==> config.mk <==
export PLATFORM = sky130hd
export DESIGN_NAME = quicksort_main
export DESIGN_NICKNAME = d
export VERILOG_FILES = /design/src/rtl/quicksort_main_pkg.sv /design/src/rtl/quicksort_main_qs_stack.sv /design/src/rtl/quicksort_main.sv
export SDC_FILE = /design/constraint.sdc
export NUM_CORES = 1
export LEC_CHECK = 0
export CAP_MARGIN = 20
export CORE_MARGIN = 2
export CORE_UTILIZATION = 60
export DETAILED_ROUTE_END_ITERATION = 8
export PLACE_DENSITY = 0.8
export SLEW_MARGIN = 20
export SYNTH_ARGS = -nofsm -noshare
export SYNTH_HDL_FRONTEND = slang
export SYNTH_HIERARCHICAL = 1
export SYNTH_SLANG_ARGS = --single-unit
==> constraint.sdc <==
create_clock -name clock -period 4.9 [get_ports clock]
set_clock_uncertainty 0.1 [all_clocks]
set_input_delay 0.98 -clock clock [delete_from_list [all_inputs] [get_ports clock]]
set_output_delay 0.98 -clock clock [all_outputs]
set_load 0.01 [all_outputs]
==> src/rtl/quicksort_main_pkg.sv <==
// Shared types and constants for the quicksort accelerator.
// The ROM holds the fixed 16-byte input reloaded on every start.
package quicksort_main_pkg;

    localparam int ARRAY_LEN = 16;
    localparam int IDX_W     = 4;

    typedef enum logic [3:0] {
        S_IDLE,
        S_LOAD,
        S_PUSH0,
        S_POP,
        S_SCAN,
        S_SWAP1,
        S_SWAP2,
        S_FIN1,
        S_FIN2,
        S_PUSHL,
        S_PUSHR,
        S_DONE
    } state_t;

    typedef struct packed {
        logic [IDX_W-1:0] lo;
        logic [IDX_W-1:0] hi;
    } range_t;

    function automatic logic [7:0] rom_at(input logic [IDX_W-1:0] k);
        logic [7:0] v;
        unique case (k)
            4'd0:    v = 8'd57;
            4'd1:    v = 8'd12;
            4'd2:    v = 8'd200;
            4'd3:    v = 8'd3;
            4'd4:    v = 8'd99;
            4'd5:    v = 8'd14;
            4'd6:    v = 8'd255;
            4'd7:    v = 8'd0;
            4'd8:    v = 8'd128;
            4'd9:    v = 8'd77;
            4'd10:   v = 8'd33;
            4'd11:   v = 8'd190;
            4'd12:   v = 8'd7;
            4'd13:   v = 8'd64;
            4'd14:   v = 8'd150;
            default: v = 8'd21;
        endcase
        return v;
    endfunction

endpackage

==> src/rtl/quicksort_main_qs_stack.sv <==
// 16-entry LIFO of (lo,hi) ranges for pending partitions.
// dout always shows the top entry; it is meaningless when empty.
import quicksort_main_pkg::*;

module qs_stack (
    input  logic   clock,
    input  logic   reset,
    input  logic   push,
    input  logic   pop,
    input  range_t din,
    output range_t dout,
    output logic   empty
);

    range_t           mem_q [ARRAY_LEN];
    logic [IDX_W:0]   sp_q;
    logic [IDX_W:0]   sp_d;
    logic [IDX_W-1:0] top_idx;

    always_comb begin
        sp_d = sp_q;
        if (push) begin
            sp_d = sp_q + 1'b1;
        end else if (pop && !empty) begin
            sp_d = sp_q - 1'b1;
        end
    end

    always_ff @(posedge clock or posedge reset) begin
        if (reset) begin
            sp_q <= '0;
        end else begin
            sp_q <= sp_d;
        end
    end

    always_ff @(posedge clock) begin
        if (push) begin
            mem_q[sp_q[IDX_W-1:0]] <= din;
        end
    end

    assign top_idx = sp_q[IDX_W-1:0] - 1'b1;
    assign dout    = mem_q[top_idx];
    assign empty   = (sp_q == '0);

endmodule

==> src/rtl/quicksort_main.sv <==
// Quicksort accelerator: loads the ROM, Lomuto-sorts it in place,
// and exposes the array on a 2-channel slave port while idle.
import quicksort_main_pkg::*;

module quicksort_main #(
    parameter int MEM_var_28860_28869 = 32,
    parameter int MEM_var_29118_28866 = 32
) (
    input  logic        clock,
    input  logic        reset,
    input  logic        start_port,
    input  logic [1:0]  S_oe_ram,
    input  logic [1:0]  S_we_ram,
    input  logic [13:0] S_addr_ram,
    input  logic [15:0] S_Wdata_ram,
    input  logic [7:0]  S_data_ram_size,
    input  logic [15:0] M_Rdata_ram,
    input  logic [1:0]  M_DataRdy,
    output logic        done_port,
    output logic [15:0] Sout_Rdata_ram,
    output logic [1:0]  Sout_DataRdy,
    output logic [1:0]  Mout_oe_ram,
    output logic [1:0]  Mout_we_ram,
    output logic [13:0] Mout_addr_ram,
    output logic [15:0] Mout_Wdata_ram,
    output logic [7:0]  Mout_data_ram_size
);

    localparam logic [7:0] WIN_LO = 8'(MEM_var_28860_28869);
    localparam logic [7:0] WIN_HI = 8'(MEM_var_28860_28869 + ARRAY_LEN);

    state_t           state_q, state_d;
    logic [IDX_W-1:0] k_q, k_d;
    logic [IDX_W-1:0] lo_q, lo_d;
    logic [IDX_W-1:0] hi_q, hi_d;
    logic [IDX_W-1:0] i_q, i_d;
    logic [IDX_W-1:0] j_q, j_d;
    logic [7:0]       pivot_q, pivot_d;
    logic [7:0]       val_q, val_d;
    logic             done_q, done_d;
    logic [15:0]      rdata_q, rdata_d;
    logic [1:0]       rdy_q, rdy_d;
    logic [7:0]       ram_q [ARRAY_LEN];
    logic [7:0]       ram_d [ARRAY_LEN];

    logic             push, pop, empty;
    range_t           push_r, top;
    logic             wr_en;
    logic [IDX_W-1:0] wr_idx;
    logic [7:0]       wr_val;

    logic [1:0]       hit;
    logic [7:0]       a8   [2];
    logic [IDX_W-1:0] off  [2];
    logic [15:0]      m16  [2];
    logic [7:0]       mask [2];
    logic [7:0]       wdat [2];

    logic             unused_ok;

    qs_stack u_stack (
        .clock (clock),
        .reset (reset),
        .push  (push),
        .pop   (pop),
        .din   (push_r),
        .dout  (top),
        .empty (empty)
    );

    always_comb begin
        state_d  = state_q;
        k_d      = k_q;
        lo_d     = lo_q;
        hi_d     = hi_q;
        i_d      = i_q;
        j_d      = j_q;
        pivot_d  = pivot_q;
        val_d    = val_q;
        push     = 1'b0;
        pop      = 1'b0;
        push_r   = '0;
        wr_en    = 1'b0;
        wr_idx   = '0;
        wr_val   = '0;
        done_d   = (state_q == S_POP) && empty;
        unique case (state_q)
            S_IDLE: begin
                if (start_port) begin
                    state_d = S_LOAD;
                    k_d     = '0;
                end
            end
            S_LOAD: begin
                wr_en  = 1'b1;
                wr_idx = k_q;
                wr_val = rom_at(k_q);
                k_d    = k_q + 1'b1;
                if (k_q == IDX_W'(ARRAY_LEN - 1)) begin
                    state_d = S_PUSH0;
                end
            end
            S_PUSH0: begin
                push      = 1'b1;
                push_r.lo = '0;
                push_r.hi = '1;
                state_d   = S_POP;
            end
            S_POP: begin
                if (empty) begin
                    state_d = S_DONE;
                end else begin
                    pop  = 1'b1;
                    lo_d = top.lo;
                    hi_d = top.hi;
                    if (top.lo < top.hi) begin
                        pivot_d = ram_q[top.hi];
                        i_d     = top.lo;
                        j_d     = top.lo;
                        state_d = S_SCAN;
                    end
                end
            end
            S_SCAN: begin
                if (j_q == hi_q) begin
                    state_d = S_FIN1;
                end else if (ram_q[j_q] <= pivot_q) begin
                    val_d   = ram_q[j_q];
                    state_d = S_SWAP1;
                end else begin
                    j_d = j_q + 1'b1;
                end
            end
            // Read-before-write: old RAM[i] is captured while RAM[j] lands there.
            S_SWAP1: begin
                val_d   = ram_q[i_q];
                wr_en   = 1'b1;
                wr_idx  = i_q;
                wr_val  = val_q;
                state_d = S_SWAP2;
            end
            S_SWAP2: begin
                wr_en   = 1'b1;
                wr_idx  = j_q;
                wr_val  = val_q;
                i_d     = i_q + 1'b1;
                j_d     = j_q + 1'b1;
                state_d = S_SCAN;
            end
            S_FIN1: begin
                val_d   = ram_q[i_q];
                wr_en   = 1'b1;
                wr_idx  = i_q;
                wr_val  = pivot_q;
                state_d = S_FIN2;
            end
            S_FIN2: begin
                wr_en   = 1'b1;
                wr_idx  = hi_q;
                wr_val  = val_q;
                state_d = S_PUSHL;
            end
            S_PUSHL: begin
                if (i_q > lo_q) begin
                    push      = 1'b1;
                    push_r.lo = lo_q;
                    push_r.hi = i_q - 1'b1;
                end
                state_d = S_PUSHR;
            end
            S_PUSHR: begin
                if (i_q < hi_q) begin
                    push      = 1'b1;
                    push_r.lo = i_q + 1'b1;
                    push_r.hi = hi_q;
                end
                state_d = S_POP;
            end
            S_DONE: begin
                state_d = S_IDLE;
            end
            default: begin
                state_d = S_IDLE;
            end
        endcase
    end

    always_comb begin
        for (int c = 0; c < 2; c++) begin
            a8[c]   = {1'b0, S_addr_ram[7*c +: 7]};
            hit[c]  = (a8[c] >= WIN_LO) && (a8[c] < WIN_HI);
            off[c]  = a8[c][IDX_W-1:0] - WIN_LO[IDX_W-1:0];
            m16[c]  = (16'd1 << S_data_ram_size[4*c +: 4]) - 16'd1;
            mask[c] = m16[c][7:0];
            wdat[c] = S_Wdata_ram[8*c +: 8];
        end
    end

    // Channel 1 is applied last, so it wins a same-byte write.
    always_comb begin
        ram_d   = ram_q;
        rdy_d   = '0;
        rdata_d = '0;
        if (wr_en) begin
            ram_d[wr_idx] = wr_val;
        end
        for (int c = 0; c < 2; c++) begin
            if (state_q == S_IDLE && hit[c]
                && (S_oe_ram[c] || S_we_ram[c])) begin
                rdy_d[c] = 1'b1;
                if (S_we_ram[c]) begin
                    ram_d[off[c]] = (wdat[c] & mask[c])
                                  | (ram_q[off[c]] & ~mask[c]);
                end else begin
                    rdata_d[8*c +: 8] = ram_q[off[c]];
                end
            end
        end
    end

    always_ff @(posedge clock or posedge reset) begin
        if (reset) begin
            state_q <= S_IDLE;
            k_q     <= '0;
            lo_q    <= '0;
            hi_q    <= '0;
            i_q     <= '0;
            j_q     <= '0;
            pivot_q <= '0;
            val_q   <= '0;
            done_q  <= 1'b0;
            rdata_q <= '0;
            rdy_q   <= '0;
        end else begin
            state_q <= state_d;
            k_q     <= k_d;
            lo_q    <= lo_d;
            hi_q    <= hi_d;
            i_q     <= i_d;
            j_q     <= j_d;
            pivot_q <= pivot_d;
            val_q   <= val_d;
            done_q  <= done_d;
            rdata_q <= rdata_d;
            rdy_q   <= rdy_d;
        end
    end

    always_ff @(posedge clock) begin
        ram_q <= ram_d;
    end

    assign done_port          = done_q;
    assign Sout_Rdata_ram     = rdata_q;
    assign Sout_DataRdy       = rdy_q;
    assign Mout_oe_ram        = '0;
    assign Mout_we_ram        = '0;
    assign Mout_addr_ram      = '0;
    assign Mout_Wdata_ram     = '0;
    assign Mout_data_ram_size = '0;

    // Master bus and stack label exist only for interface compatibility.
    assign unused_ok = ^{M_Rdata_ram, M_DataRdy, 32'(MEM_var_29118_28866)};

endmodule

* Yosys cells after proc, flatten, opt, wreduce, memory -nomap -nowiden *
Memories as Yosys holds them, arrays and structs flattened.
Index checks and enable logic that the tools add are counted.

storage, ports and cells
  bits in registers = 192
  bits in latches = 0
  RAM bits = 128
  memory bits (read-only) = 128
  memories = 2

memory list
  name              words  width  read ports  clocked after Yosys merged registers in  wr ports  RTL line                       text
  (name not given)  16     8      1           0                                        0         quicksort_main_pkg.sv:30       unique case (k)
  u_stack.mem_q     16     8      1           0                                        1         quicksort_main_qs_stack.sv:15  range_t mem_q [ARRAY_LEN];

operators by class
  eq/ne operators = 21
  $mul = 0
  reductions and logical operators = 32
  $add $sub $neg = 9
  divide/modulo/power cells = 0
  $lt $le $gt $ge = 17
  multiplexer cells = 68
  bitwise operators = 15
  shifts and indexed selects = 2

operator list
  kind                                                                                 count
  128-bit 2-to-1 mux                                                                   5
  128-bit bitwise mux                                                                  3
  8-bit 2-to-1 mux                                                                     21
  8-bit binary-select mux with 4-bit select                                            5
  8-bit demux with 4-bit select                                                        3
  8-bit one-hot mux with 3 select lines                                                2
  4-bit 2-to-1 mux                                                                     11
  4-bit one-hot mux with 10 select lines                                               1
  8-bit bitwise AND                                                                    4
  5-bit greater-or-equal comparator, second input constant                             6
  4-bit inverter with 5-bit output                                                     6
  4-bit by 3-bit == test with 1-bit output, second input constant                      4
  4-bit == test, second input constant                                                 4
  8-bit inverter                                                                       2
  8-bit bitwise OR                                                                     2
  4-bit one-hot mux with 2 select lines                                                2
  4-bit one-hot mux with 4 select lines                                                1
  8-bit one-hot mux with 2 select lines                                                1
  1-bit by 4-bit left shift with 8-bit output, first input constant                    2
  8-bit by 1-bit subtractor with 8-bit output, second input constant                   2
  5-bit by 1-bit < comparator with 1-bit output, second input constant                 3
  7-bit by 6-bit greater-or-equal comparator with 1-bit output, second input constant  2
  7-bit by 6-bit < comparator with 1-bit output, second input constant                 2
  4-bit by 1-bit adder with 4-bit output, second input constant                        3
  32 further kinds                                                                     67

* Logic depth before layout (Yosys ltp) *
  depth in word-level cells = 16
  gate-level depth with buffers = 20
  depth with buffers taken out = 14

* Modules after synthesis *
Netlist, hierarchy kept.

modules (own cells, without submodules)
  module          seq. area each (sq um)  area an instance (sq um)  instances  cells each
  quicksort_main  4,038.9                 16,782.3                  1          1,717
  qs_stack        3,968.8                 5,565.3                   1          265

* Worst setup path before layout *
Ideal clock, no wire load.

  path kind = flip-flop to flip-flop
  start = register u_stack.sp_q[0]
  end = register pivot_q[0]
  arrival time = 4.047 ns
  stages on the path, launching flop included = 16
  buffers on the path = 6
  data required time = 4.675 ns
  period minus slack after synthesis = 4.272 ns
  setup slack = 0.628 ns
  cell sequence = dfrtp_1 -> buf_6 -> buf_12 -> buf_6 -> inv_1 -> ha_1 -> xor2_4 -> buf_6 -> mux4_2 -> mux2i_1 -> a21oi_1 -> clkbuf_1 -> buf_1 -> mux4_2 -> mux4_2 -> mux2_2

RTL lines
  what                    RTL line                       text
  from (decl)             quicksort_main_qs_stack.sv:16  logic [IDX_W:0] sp_q;
  from (signal assigned)  quicksort_main_qs_stack.sv:33  sp_q <= sp_d;
  to (signal assigned)    quicksort_main.sv:241          pivot_q <= pivot_d;
  to (decl)               quicksort_main.sv:38           logic [7:0] pivot_q, pivot_d;

==> reports/qor.txt <==
synth warn: 6
Setup Buffers After CTS: 0
ANT nets after route: 0
first-pass GRT wire length: 111,500 um
dpl hpwl: 51,110 um
status: finished, final reports clean
die area: 38,810 um2
multi-input logic area: 13,270 um2
CP bufs+invs: 1
number of diodes: 0
Max IR drop VDD: 0.0003849 V
post-synthesis sequential area ratio: 0.3583
crit path capture type: flip-flop
Final #Nets: 2,134
Cells after Synth: 1,982
share of the synthesized area in the top cell type: 0.1733
Final Critical Period: 4.327 ns
top post-synthesis cells by count: mux4_2, a21oi_1, mux2i_1
Final Cycle Share: 0.8831
Final Hold Violating Endpoints: 0
Cell Rows: 70
Post-Syn Area: 22,350 um2
P per Cell Area: 239.5 nW/um2
Slew @ Worst Pin: 1.223 ns
die width: 197.0 um
final setup fails: 0
CTS tree: yes
CTS Sinks: 320
met1 usage: 0.4930
initial core utilization: 0.6104
max_cap viols: 0
Post-Layout Cell Count: 2,529
Hold Worst Slack: 0.4289 ns
core area: 36,610 um2
setup_tns: 0 ns
ys async rst share: 0.2000
Buffers on Ports: 63
routed len/inst: 29.75 um
root buf cell: clkbuf_16
Slew Limit Fails: 0
Max transition margin: 0.1836
met2 usage: 0.5703
critical path required time: 5.30 ns
layout cell share with drive strength beyond 1: 0.2319
CTS Buffer Depth: 3
Syn-to-layout area delta: 10.78%
vias in the first global route: 17,910
DRC marker count from the first detailed-route iteration: 2,623
vias per cell: 7.329
# DRC: 0
busiest grt layer: met2
CTS hold repair buffers: 0
crit path max fanout: 15
clk slew on worst S/H paths: 0.07 ns
Setup Crit Path Kind: reg -> reg
largest net degree at the start of global routing: 40
Top delay family on crit path: compound AO/OA/AOI/OAI gates
Ports: 124
antenna violations before repair: 1
Cell variety after synth: 89
most frequent cell after synthesis: mux4_2
CP arrival: 4.72 ns
placed cells: 2,463
fillers: 2,595
worst path cell trace: inv_1, ha_1, xor2_4, mux4_2, mux2i_1, a21oi_1, ha_1, a21oi_1, o21ai_0, and3_1, a211oi_4, mux2i_1, nand2_1
worst-skew pair later-pin latency: 0.61 ns
Fmax achieved: 0.2311 GHz
Worst setup SP type: flip-flop
Worst path slowest cell: xor2_4
area leader, netlist: mux4_2
GR Overflow Total: 0
crit-path max cell delay: 0.56 ns
total CTS buffers: 37
RSZ-0062 raised after global routing: false
number of synthesized flops with an enable pin: 128
# H-tree levels: 2
via count: 18,536
synth top area cells: mux4_2, edfxtp_1, dfxtp_1
main flop type after synthesis: edfxtp_1
worst hold path class: reg -> reg
Syn Area/Cell: 11.28 um2
die height: 197.0 um
grt met3 use: 0.1318
Leak Pwr: 8.910 nW
drt total wl: 75,230 um
#FFs+latches synth: 320
routability cong.: 1.032
Gates resized, CTS repair: 0
Sequential Area: 8011 um2
DR pass1 iterations: 7
Total Routing Usage GR: 0.3920
final timing paths:
check	start	cells after the start	end	slack, ns
setup / recovery	u_stack/sp_q[1]	13	j_q[0]	0.57
hold reg to reg	val_q[7]	2	val_q[7]	0.43
min in group asynchronous	reset	2	u_stack/sp_q[1]	0.52
max in group asynchronous	reset	3	Sout_Rdata_ram[7]	3.04
setup reg to reg	u_stack/sp_q[1]	13	j_q[0]	0.57
hold / removal	val_q[7]	2	val_q[7]	0.43
cell families after synthesis:
kind of cell	share of synthesized area
and+or+nand+nor	0.09815
xor gates and xnor gates	0.007839
muxes	0.2974
other	0.0001678
AOI/OAI and AO/OA	0.1586
buffers and inverters	0.05845
adders and majority gates	0.02105
DFF	0.3583
registers in the layout, indices dropped and copies added (netlist names), 5 cells and up:
register,cells
ram_q,128
pivot_q,8
u_stack/sp_q,5
u_stack/mem_q,128
val_q,8
Sout_Rdata_ram,16
stage by stage:
step,power (mW),setup slack [ns],instance area [um2],util
2_1_floorplan,3.043,0.6282,22500,-
3_3_place_gp,3.145,0.6756,23510,0.6420
3_5_place_dp,3.151,0.6405,23520,0.6424
4_1_cts,5.921,0.5894,24750,0.6761
5_1_grt,6.064,0.4081,24760,0.6762
6_report,5.929,0.5726,24760,0.6762
power breakdown:
part | switching, mW | internal [mW] | total [mW]
clock network | 1.20 | 1.62 | 2.82
registers | 0 | 2.76 | 2.76
logic | 0.229 | 0.126 | 0.354
total | 1.43 | 4.50 | 5.93
placed cells by master (no fill, tap or decap), types with 9 or more instances in the layout:
master | Yosys | layout
a221oi_1 | 10 | 10
o211ai_1 | 13 | 13
a211oi_1 | 29 | 29
conb_1 | 1 | 42
nor2_1 | 75 | 75
nor2b_1 | 45 | 45
nand2_1 | 109 | 109
a21o_1 | 10 | 10
nand2b_1 | 20 | 20
clkbuf_16 | 0 | 37
mux2_2 | 64 | 64
clkdlybuf4s50_1 | 0 | 60
o21a_1 | 66 | 66
o21ai_1 | 11 | 10
a221o_1 | 22 | 22
o22ai_1 | 11 | 11
a21oi_1 | 168 | 165
a21boi_0 | 11 | 11
nand3_1 | 15 | 15
nor3_1 | 60 | 53
mux4_1 | 15 | 15
edfxtp_1 | 128 | 128
dfxtp_1 | 128 | 128
and2_1 | 9 | 9
dfrtp_1 | 64 | 61
o21ai_0 | 107 | 106
mux4_2 | 172 | 172
nor3_2 | 4 | 11
mux2i_1 | 162 | 162
inv_1 | 33 | 32
clkbuf_1 | 63 | 10
a22oi_1 | 19 | 19
ha_1 | 36 | 36
buf_4 | 64 | 108
cell type report:
type | count | share of cell area
Multi-Input combinational cell | 1464 | 0.5360
Sequential cell | 320 | 0.3236
Timing Repair Buffer | 176 | 0.06166
Clock buffer | 50 | 0.04058
Tap cell | 468 | 0.02365
Clock inverter | 16 | 0.009249
Inverter | 35 | 0.005307
worst reg2reg max path: stages (launching register included):
cell,delay (ns)
dfrtp_1,0.52
inv_1,0.12
ha_1,0.30
xor2_4,0.56
mux4_2,0.37
mux2i_1,0.09
a21oi_1,0.52
ha_1,0.36
a21oi_1,0.18
o21ai_0,0.20
and3_1,0.23
a211oi_4,0.38
mux2i_1,0.23
nand2_1,0.06
per-layer routing:
layer / part of all wire / wire length [um]
met1: 0.35 / 26070
met3: 0.14 / 10490
met2: 0.43 / 32300
met5: 0.0011 / 84
met4: 0.084 / 6285
Power figures use the tool's default switching activity.
